## src/rtl/picorv32_mem_arbiter.sv

```systemverilog
// Round-robin arbiter sharing one picorv32 native memory port between two masters.
// Grant is registered; a watchdog optionally aborts transfers the slave never readies.
module picorv32_mem_arbiter #(
    parameter int unsigned TIMEOUT   = 1024,
    parameter logic [31:0] ERR_RDATA = 32'hDEAD_BEEF
) (
    input  logic        clk,
    input  logic        reset,
    input  logic        m0_mem_valid,
    input  logic        m0_mem_instr,
    input  logic [31:0] m0_mem_addr,
    input  logic [31:0] m0_mem_wdata,
    input  logic [3:0]  m0_mem_wstrb,
    output logic        m0_mem_ready,
    output logic [31:0] m0_mem_rdata,
    input  logic        m1_mem_valid,
    input  logic        m1_mem_instr,
    input  logic [31:0] m1_mem_addr,
    input  logic [31:0] m1_mem_wdata,
    input  logic [3:0]  m1_mem_wstrb,
    output logic        m1_mem_ready,
    output logic [31:0] m1_mem_rdata,
    output logic        s_mem_valid,
    output logic        s_mem_instr,
    output logic [31:0] s_mem_addr,
    output logic [31:0] s_mem_wdata,
    output logic [3:0]  s_mem_wstrb,
    input  logic        s_mem_ready,
    input  logic [31:0] s_mem_rdata,
    output logic [1:0]  grant,
    output logic        timeout_err
);

    localparam logic ST_IDLE = 1'b0;
    localparam logic ST_BUSY = 1'b1;

    localparam bit              WDOG_EN   = (TIMEOUT != 0);
    localparam int              CW        = WDOG_EN ? $clog2(TIMEOUT + 1) : 1;
    localparam logic [CW-1:0]   CNT_LIMIT = WDOG_EN ? CW'(TIMEOUT - 1) : '0;
    localparam logic [CW-1:0]   CNT_MAX   = '1;

    logic          state_q, state_d;
    logic [1:0]    grant_q, grant_d;
    logic          last_m1_q, last_m1_d;
    logic [CW-1:0] wait_cnt_q, wait_cnt_d;

    logic busy, g0, g1, expire, done;

    assign busy   = (state_q == ST_BUSY);
    assign g0     = busy & grant_q[0];
    assign g1     = busy & grant_q[1];
    // A slave ready in the limit cycle takes priority over the abort.
    assign expire = busy && WDOG_EN && (wait_cnt_q == CNT_LIMIT) && !s_mem_ready;
    assign done   = busy && (s_mem_ready || expire);

    assign grant       = grant_q;
    assign timeout_err = expire;

    always_comb begin
        s_mem_valid  = 1'b0;
        s_mem_instr  = 1'b0;
        s_mem_addr   = '0;
        s_mem_wdata  = '0;
        s_mem_wstrb  = '0;
        m0_mem_ready = 1'b0;
        m0_mem_rdata = '0;
        m1_mem_ready = 1'b0;
        m1_mem_rdata = '0;
        if (g0) begin
            s_mem_valid  = m0_mem_valid;
            s_mem_instr  = m0_mem_instr;
            s_mem_addr   = m0_mem_addr;
            s_mem_wdata  = m0_mem_wdata;
            s_mem_wstrb  = m0_mem_wstrb;
            m0_mem_ready = done;
            if (done) begin
                m0_mem_rdata = expire ? ERR_RDATA : s_mem_rdata;
            end
        end else if (g1) begin
            s_mem_valid  = m1_mem_valid;
            s_mem_instr  = m1_mem_instr;
            s_mem_addr   = m1_mem_addr;
            s_mem_wdata  = m1_mem_wdata;
            s_mem_wstrb  = m1_mem_wstrb;
            m1_mem_ready = done;
            if (done) begin
                m1_mem_rdata = expire ? ERR_RDATA : s_mem_rdata;
            end
        end
    end

    always_comb begin
        state_d    = state_q;
        grant_d    = grant_q;
        last_m1_d  = last_m1_q;
        wait_cnt_d = wait_cnt_q;
        case (state_q)
            ST_IDLE: begin
                if (m0_mem_valid || m1_mem_valid) begin
                    state_d    = ST_BUSY;
                    wait_cnt_d = '0;
                    if (m0_mem_valid && (!m1_mem_valid || last_m1_q)) begin
                        grant_d   = 2'b01;
                        last_m1_d = 1'b0;
                    end else begin
                        grant_d   = 2'b10;
                        last_m1_d = 1'b1;
                    end
                end
            end
            default: begin
                if (done) begin
                    state_d = ST_IDLE;
                    grant_d = 2'b00;
                end else if (wait_cnt_q != CNT_MAX) begin
                    wait_cnt_d = wait_cnt_q + CW'(1);
                end
            end
        endcase
    end

    always_ff @(posedge clk) begin
        if (reset) begin
            state_q    <= ST_IDLE;
            grant_q    <= 2'b00;
            last_m1_q  <= 1'b1;
            wait_cnt_q <= '0;
        end else begin
            state_q    <= state_d;
            grant_q    <= grant_d;
            last_m1_q  <= last_m1_d;
            wait_cnt_q <= wait_cnt_d;
        end
    end

endmodule

```

## config.mk

```make
export PLATFORM = sky130hd
export DESIGN_NAME = picorv32_mem_arbiter
export DESIGN_NICKNAME = d
export VERILOG_FILES = /design/src/rtl/picorv32_mem_arbiter.sv
export SDC_FILE = /design/constraint.sdc
export NUM_CORES = 1
export LEC_CHECK = 0
export BUFFER_PORTS_ARGS = -buffer_cell sky130_fd_sc_hd__clkbuf_2
export CORE_AREA = 2 2 123 125
export CTS_CLUSTER_SIZE = 10
export DETAILED_ROUTE_END_ITERATION = 8
export DIE_AREA = 0 0 125 127
export HOLD_SLACK_MARGIN = 0.1
export MAX_ROUTING_LAYER = met4
export PLACE_DENSITY = 0.51
export RECOVER_POWER = 50
export SYNTH_ARGS = -nofsm -noshare
export SYNTH_HDL_FRONTEND = slang
export SYNTH_SLANG_ARGS = --single-unit
```

## constraint.sdc

```tcl
create_clock -name clk -period 5.1 [get_ports clk]
set_clock_uncertainty 0.05 [all_clocks]
set_input_delay 0.51 -clock clk [delete_from_list [all_inputs] [get_ports clk]]
set_output_delay 0.51 -clock clk [all_outputs]
set_load 0.01 [all_outputs]
```

==> impl_results.md, run 1 <==
- Run status: complete, but fails checks
- Failing checks: max-capacitance violations, max-slew violations
- RePlAce Congestion: 0.836
- Fraction of final layout cells with drive strength greater than 1: 0.487
- Residual DRC count: 0
- Detailed placer's ending HPWL: 10300 um
- Clock-pin slew on the worst setup and hold paths: 0.05 ns
- HP Class: reg -> reg
- Tightest Pin Transition: 1.52 ns
- Via density: 4.48
- Top_reg_cell synth: dfxtp_1
- Setup_tns: 0 ns
- Met2 global-route usage: 0.240
- Max Slew Vio Count: 36
- RSZ-0062 raised after global routing: no
- DR WL/cell: 16.5 um
- Grt met3 use: 0.0293
- Cells after Synth: 255
- WS Path Type: reg -> out
- Syn. warnings: 0
- Clk sink count: 15
- Area of the multi-input gates: 1550 um2
- Largest stage delay, worst path: 1.17 ns
- Met1 GRT Util: 0.170
- Hold_buf cts: 0
- Post-Synth Adder-Cell Area: 0.00623
- Antenna diodes: 0
- Final wirelength: 12100 um
- Final Util: 0.256
- Final min period: 3.87 ns
- Clk_lat worst skew: 0.25 ns
- # fillers: 1682
- Crit-path max FO: 45
- Starting DRT DRC Count: 103
- Compound-Gate Fraction of Synth Area: 0.583
- Asr flop ratio synth: 0
- Register area share after synthesis: 0.150
- Dpl cell area: 3700 um2
- Syn_nets: 431
- Longest Clk Path Bufs: 2
- Commonest non-fill, non-tap cell in the layout: clkbuf_2
- Critical Path Start Type: register
- Root buffer cell: clkbuf_16
- Fin crit share: 0.760
- CTS Buf Count: 3
- Critical Path RT: 4.54 ns
- XOR/XNOR Fraction of Synth Area: 0
- Die area: 15900 um2
- Vias in the first global route: 2981
- Die Span Y: 127 um
- Cell Area, Synth: 2010 um2
- Core area: 14400 um2
- Gr usage total: 0.138
- Initial Utilization: 0.139
- First-pass GRT wire length: 17000 um
- Port bufs: 313
- Vias: 3272
- Syn Area/Cell: 7.87 um2
- ANT nets after route: 0
- FMAX: 258 MHz
- Core Rows: 44
- CP arrival: 3.31 ns
- Initial antenna violation count: 0
- CP max-delay cell: clkbuf_1
- Largest family of logic cells by synthesized area: compound AO/OA/AOI/OAI gates
- Register area: 300 um2
- Netlist cell types: 40
- Post-synth EDFFs: 0
- Worst path cell trace: and2_2 > clkbuf_1 > a22o_1 > clkbuf_2
- Layout area overhead: 84.0%
- Leakage power: 1.91 nW
- Synth Area in Simple Gates: 0.180
- H-tree Lvls: 1
- P per Cell Area: 124 nW/um2
- CTS tree: yes
- Seq cells post-synth: 15
- Commonest non-fill, non-tap cells in the layout: clkbuf_2 (257), a22o_1 (70), clkbuf_1 (60)
- Mux share of post-synthesis cell area: 0.00499
- Die width: 125 um
- Final nets: 723
- Crit end category: output port
- Setup violations, final: 0
- Number of I/O pins: 314
- Max_cap viols: 1
- Postcts setup bufs: 0
- Worst vdd ir: 83.2 uV
- Most Used Layer, Global Route: met2
- Post-route cell area: 3690 um2
- Final hold violations: 0
- Fin Hold WS: 0.446 ns
- Largest net degree at the start of global routing: 50
- Relative slew slack: -0.0107
- Drt pass-1 iters: 4
- Post-CTS Resized: 0
- Total gr overflow: 0
layout make-up:
cell class,count,area share
clock buffers,4,0.0213
repair buffers,318,0.412
flip-flops and latches,15,0.0813
well taps,184,0.0624
inverters,2,0.00203
multi-input cells,207,0.421
worst max-delay path, delay by kind of cell, from the launching register on:
kind / cells / cell delay [ns]
buffers and inverters: 2 / 1.34
and+or+nand+nor: 1 / 0.80
DFF: 1 / 0.56
AOI/OAI and AO/OA: 1 / 0.34
metal layers:
metal / wire, um / vias up / part of all wire
met4: 110 / 0 / 0.0091
met3: 960 / 10 / 0.080
met5: 0 / - / 0
met2: 5920 / 193 / 0.49
li1: - / 1598 / -
met1: 5060 / 1471 / 0.42
through the flow:
step                worst slack (ns)  power (W)  instances
detailed placement              2.13   0.000313        726
global placement                2.05   0.000313        726
CTS                             1.86   0.000470        730
floorplan                       2.75   0.000196        255
finish                          1.23   0.000460        730
global route                   0.975   0.000485        730
path summary, 6_finish.rpt:
| kind | start | endpoint | slack [ns] | cells after the start |
|---|---|---|---|---|
| setup / recovery | busy | s_mem_wdata[31] | 1.23 | 4 |
| hold / removal | last_m1_q | last_m1_q | 0.45 | 1 |
| setup reg to reg | wait_cnt_q[0] | wait_cnt_q[2] | 2.63 | 5 |
| hold reg to reg | last_m1_q | last_m1_q | 0.45 | 1 |
synth_stat cells, types with 2 or more instances:
library cell | count | area share
a21oi_1 | 6 | 0.015
a22o_1 | 70 | 0.31
a311oi_1 | 4 | 0.017
and3_1 | 17 | 0.053
buf_1 | 2 | 0.0037
buf_2 | 2 | 0.0050
buf_4 | 7 | 0.026
clkbuf_1 | 20 | 0.037
dfxtp_1 | 15 | 0.15
inv_1 | 2 | 0.0037
nand2_1 | 10 | 0.019
nand2b_1 | 5 | 0.016
nand3_1 | 9 | 0.022
nand4_1 | 2 | 0.0062
nor2_1 | 5 | 0.0094
nor2b_1 | 2 | 0.0062
nor3_1 | 2 | 0.0050
o21a_1 | 48 | 0.18
o21ai_0 | 2 | 0.0050
o31a_1 | 3 | 0.013
or3_1 | 3 | 0.0094
cell families (layout without fill, tap and decap cells):
family          after synthesis  count (layout)
simple gates                 61              61
fa+ha+maj                     1               1
compound gates              144             144
buf+inv                      33             324
flops                        15              15
mux                           1               1
power breakdown:
part	internal, W	switching (W)
clock network	0.000106	0.0000490
logic	0.0000875	0.0000916
registers	0.000121	0.00000503
state kept, by name, summed over array words and instances (netlist names):
signal	cells
busy	1
grant	2
last_m1_q	1
wait_cnt_q	11
Note: power is estimated with default switching activity, not from simulation.
==> run 2: changes to the inputs <==
Settings changed: CORE_AREA 2 2 123 125 to 2 2 122 124, DIE_AREA 0 0 125 127 to 0 0 124 126.
Clock period 5.1 ns to 3.9 ns, I/O delays scaled along.
==> impl_results.md, run 2 (synthesized netlist as in run 1, its figures left out) <==
- FMAX: 305 MHz
- Reg2reg path depth: 5
- # fillers: 1633
- HP Class: in -> reg
- Run status: complete, but fails checks
- Gr usage total: 0.133
- Die Span Y: 126 um
- Initial Utilization: 0.140
- Setup violations, final: 0
- RePlAce Congestion: 0.782
- Max_cap viols: 1
- Total gr overflow: 0
- Drt pass-1 iters: 4
- P per Cell Area: 161 nW/um2
- DR WL/cell: 15.6 um
- Layout area overhead: 84.2%
- Final hold violations: 0
- Core Rows: 44
- Detailed placer's ending HPWL: 9710 um
- Failing checks: max-capacitance violations, max-slew violations
- First-pass GRT wire length: 15600 um
- Port bufs: 313
- Critical Path Start Type: register
- Die width: 124 um
- Max reg flops: 11
- Commonest non-fill, non-tap cell in the layout: clkbuf_2
- Critical Path RT: 3.46 ns
- H-tree Lvls: 1
- R2R Setup Slk: 1.51 ns
- Relative slew slack: -0.00645
- Fin crit share: 0.841
- # placed instances: 726
- Clock-pin slew on the worst setup and hold paths: 0.05 ns
- CTS Buf Count: 3
- Most flop-heavy register: wait_cnt_q
- RSZ-0062 raised after global routing: no
- Leakage power: 1.92 nW
- Die area: 15600 um2
- Max Slew Vio Count: 78
- Crit-path max FO: 78
- Tightest Pin Transition: 1.51 ns
- Via density: 4.50
- Initial antenna violation count: 1
- Clk_lat worst skew: 0.24 ns
- Core area: 14300 um2
- Largest net degree at the start of global routing: 79
- Hold Crit Start: m1_mem_valid
- Hold Crit Depth: 2
- Worst Hold End: busy
- Clk sink count: 15
- Crit end category: output port
- Hold_buf cts: 0
- Vias in the first global route: 2785
- Post-CTS Resized: 0
- Final nets: 723
- CTS tree: yes
- Postcts setup bufs: 0
- Starting DRT DRC Count: 70
- Longest Clk Path Bufs: 2
- ANT nets after route: 0
- R2r startpoint: wait_cnt_q[0]
- Commonest non-fill, non-tap cells in the layout: clkbuf_2 (260), a22o_1 (70), clkbuf_1 (57)
- Residual DRC count: 0
- WS Path Type: reg -> out
- Worst vdd ir: 105 uV
- Final wirelength: 11400 um
- Number of I/O pins: 314
- Non-Filler Instances: 731
- Root buffer cell: clkbuf_16
- CP arrival: 2.84 ns
- Reg-to-reg endpoint: wait_cnt_q[5]
- Vias: 3287
- Fraction of final layout cells with drive strength greater than 1: 0.491
- Final min period: 3.28 ns
- Setup_tns: 0 ns
==> run 2: cell count changes in the layout (fill, tap and decap cells not counted), sizes merged <==
cell,previous run,this run
diode,0,1
==> run 2: worst max-delay path, cell delays in order, from the launching register on <==
cell      delay, ns
dfxtp_1        0.56
nand2_1        0.25
nor2_4         0.11
clkbuf_2       1.08
a22o_1         0.34
clkbuf_2       0.19
==> run 2: routing by layer <==
metal,vias up,global-route usage,part of all wire
met5,-,-,0
met2,194,0.235,0.50
li1,1606,-,-
met4,0,0.0159,0.0039
met1,1483,0.164,0.42
met3,4,0.0181,0.080
==> run 2: power breakdown <==
part / total (W) / switching [W] / leakage (nW) / internal, W
Combinational: 0.000230 / 0.000117 / 1.76 / 0.000113
Sequential: 0.000164 / 0.00000684 / 0.122 / 0.000158
Clock: 0.000200 / 0.0000615 / 0.0382 / 0.000138
==> run 2: how the worst max path moves through the flow <==
stage / from / end / cells past startpoint
finish: busy / s_mem_instr / 5
global route: busy / s_mem_instr / 4
CTS: wait_cnt_q[0] / m1_mem_rdata[16] / 6
detailed placement: wait_cnt_q[0] / m1_mem_rdata[16] / 6
global placement: wait_cnt_q[0] / m1_mem_rdata[28] / 6
floorplan: wait_cnt_q[0] / m1_mem_rdata[18] / 6
==> run 2: cell type report <==
type | count | area, um2 | share of cell area
diodes | 1 | 2.50 | 0.000677
repair buffers | 318 | 1530 | 0.413
multi-input cells | 207 | 1550 | 0.420
clock buffers | 4 | 78.8 | 0.0213
inverters | 2 | 7.51 | 0.00203
well taps | 184 | 230 | 0.0623
flip-flops and latches | 15 | 300 | 0.0812
==> run 2: stage by stage <==
step	setup WS, ns	total power, W	hold slack, ns	util	cell area, um2
finish	0.621	0.000594	0.369	0.258	3700
global route	0.360	0.000632	0.406	0.258	3700
CTS	0.862	0.000608	0.371	0.264	3780
detailed placement	1.13	0.000406	0.440	0.259	3700
global placement	1.20	0.000408	0.422	0.259	3700
floorplan	1.67	0.000256	0.410	-	2010
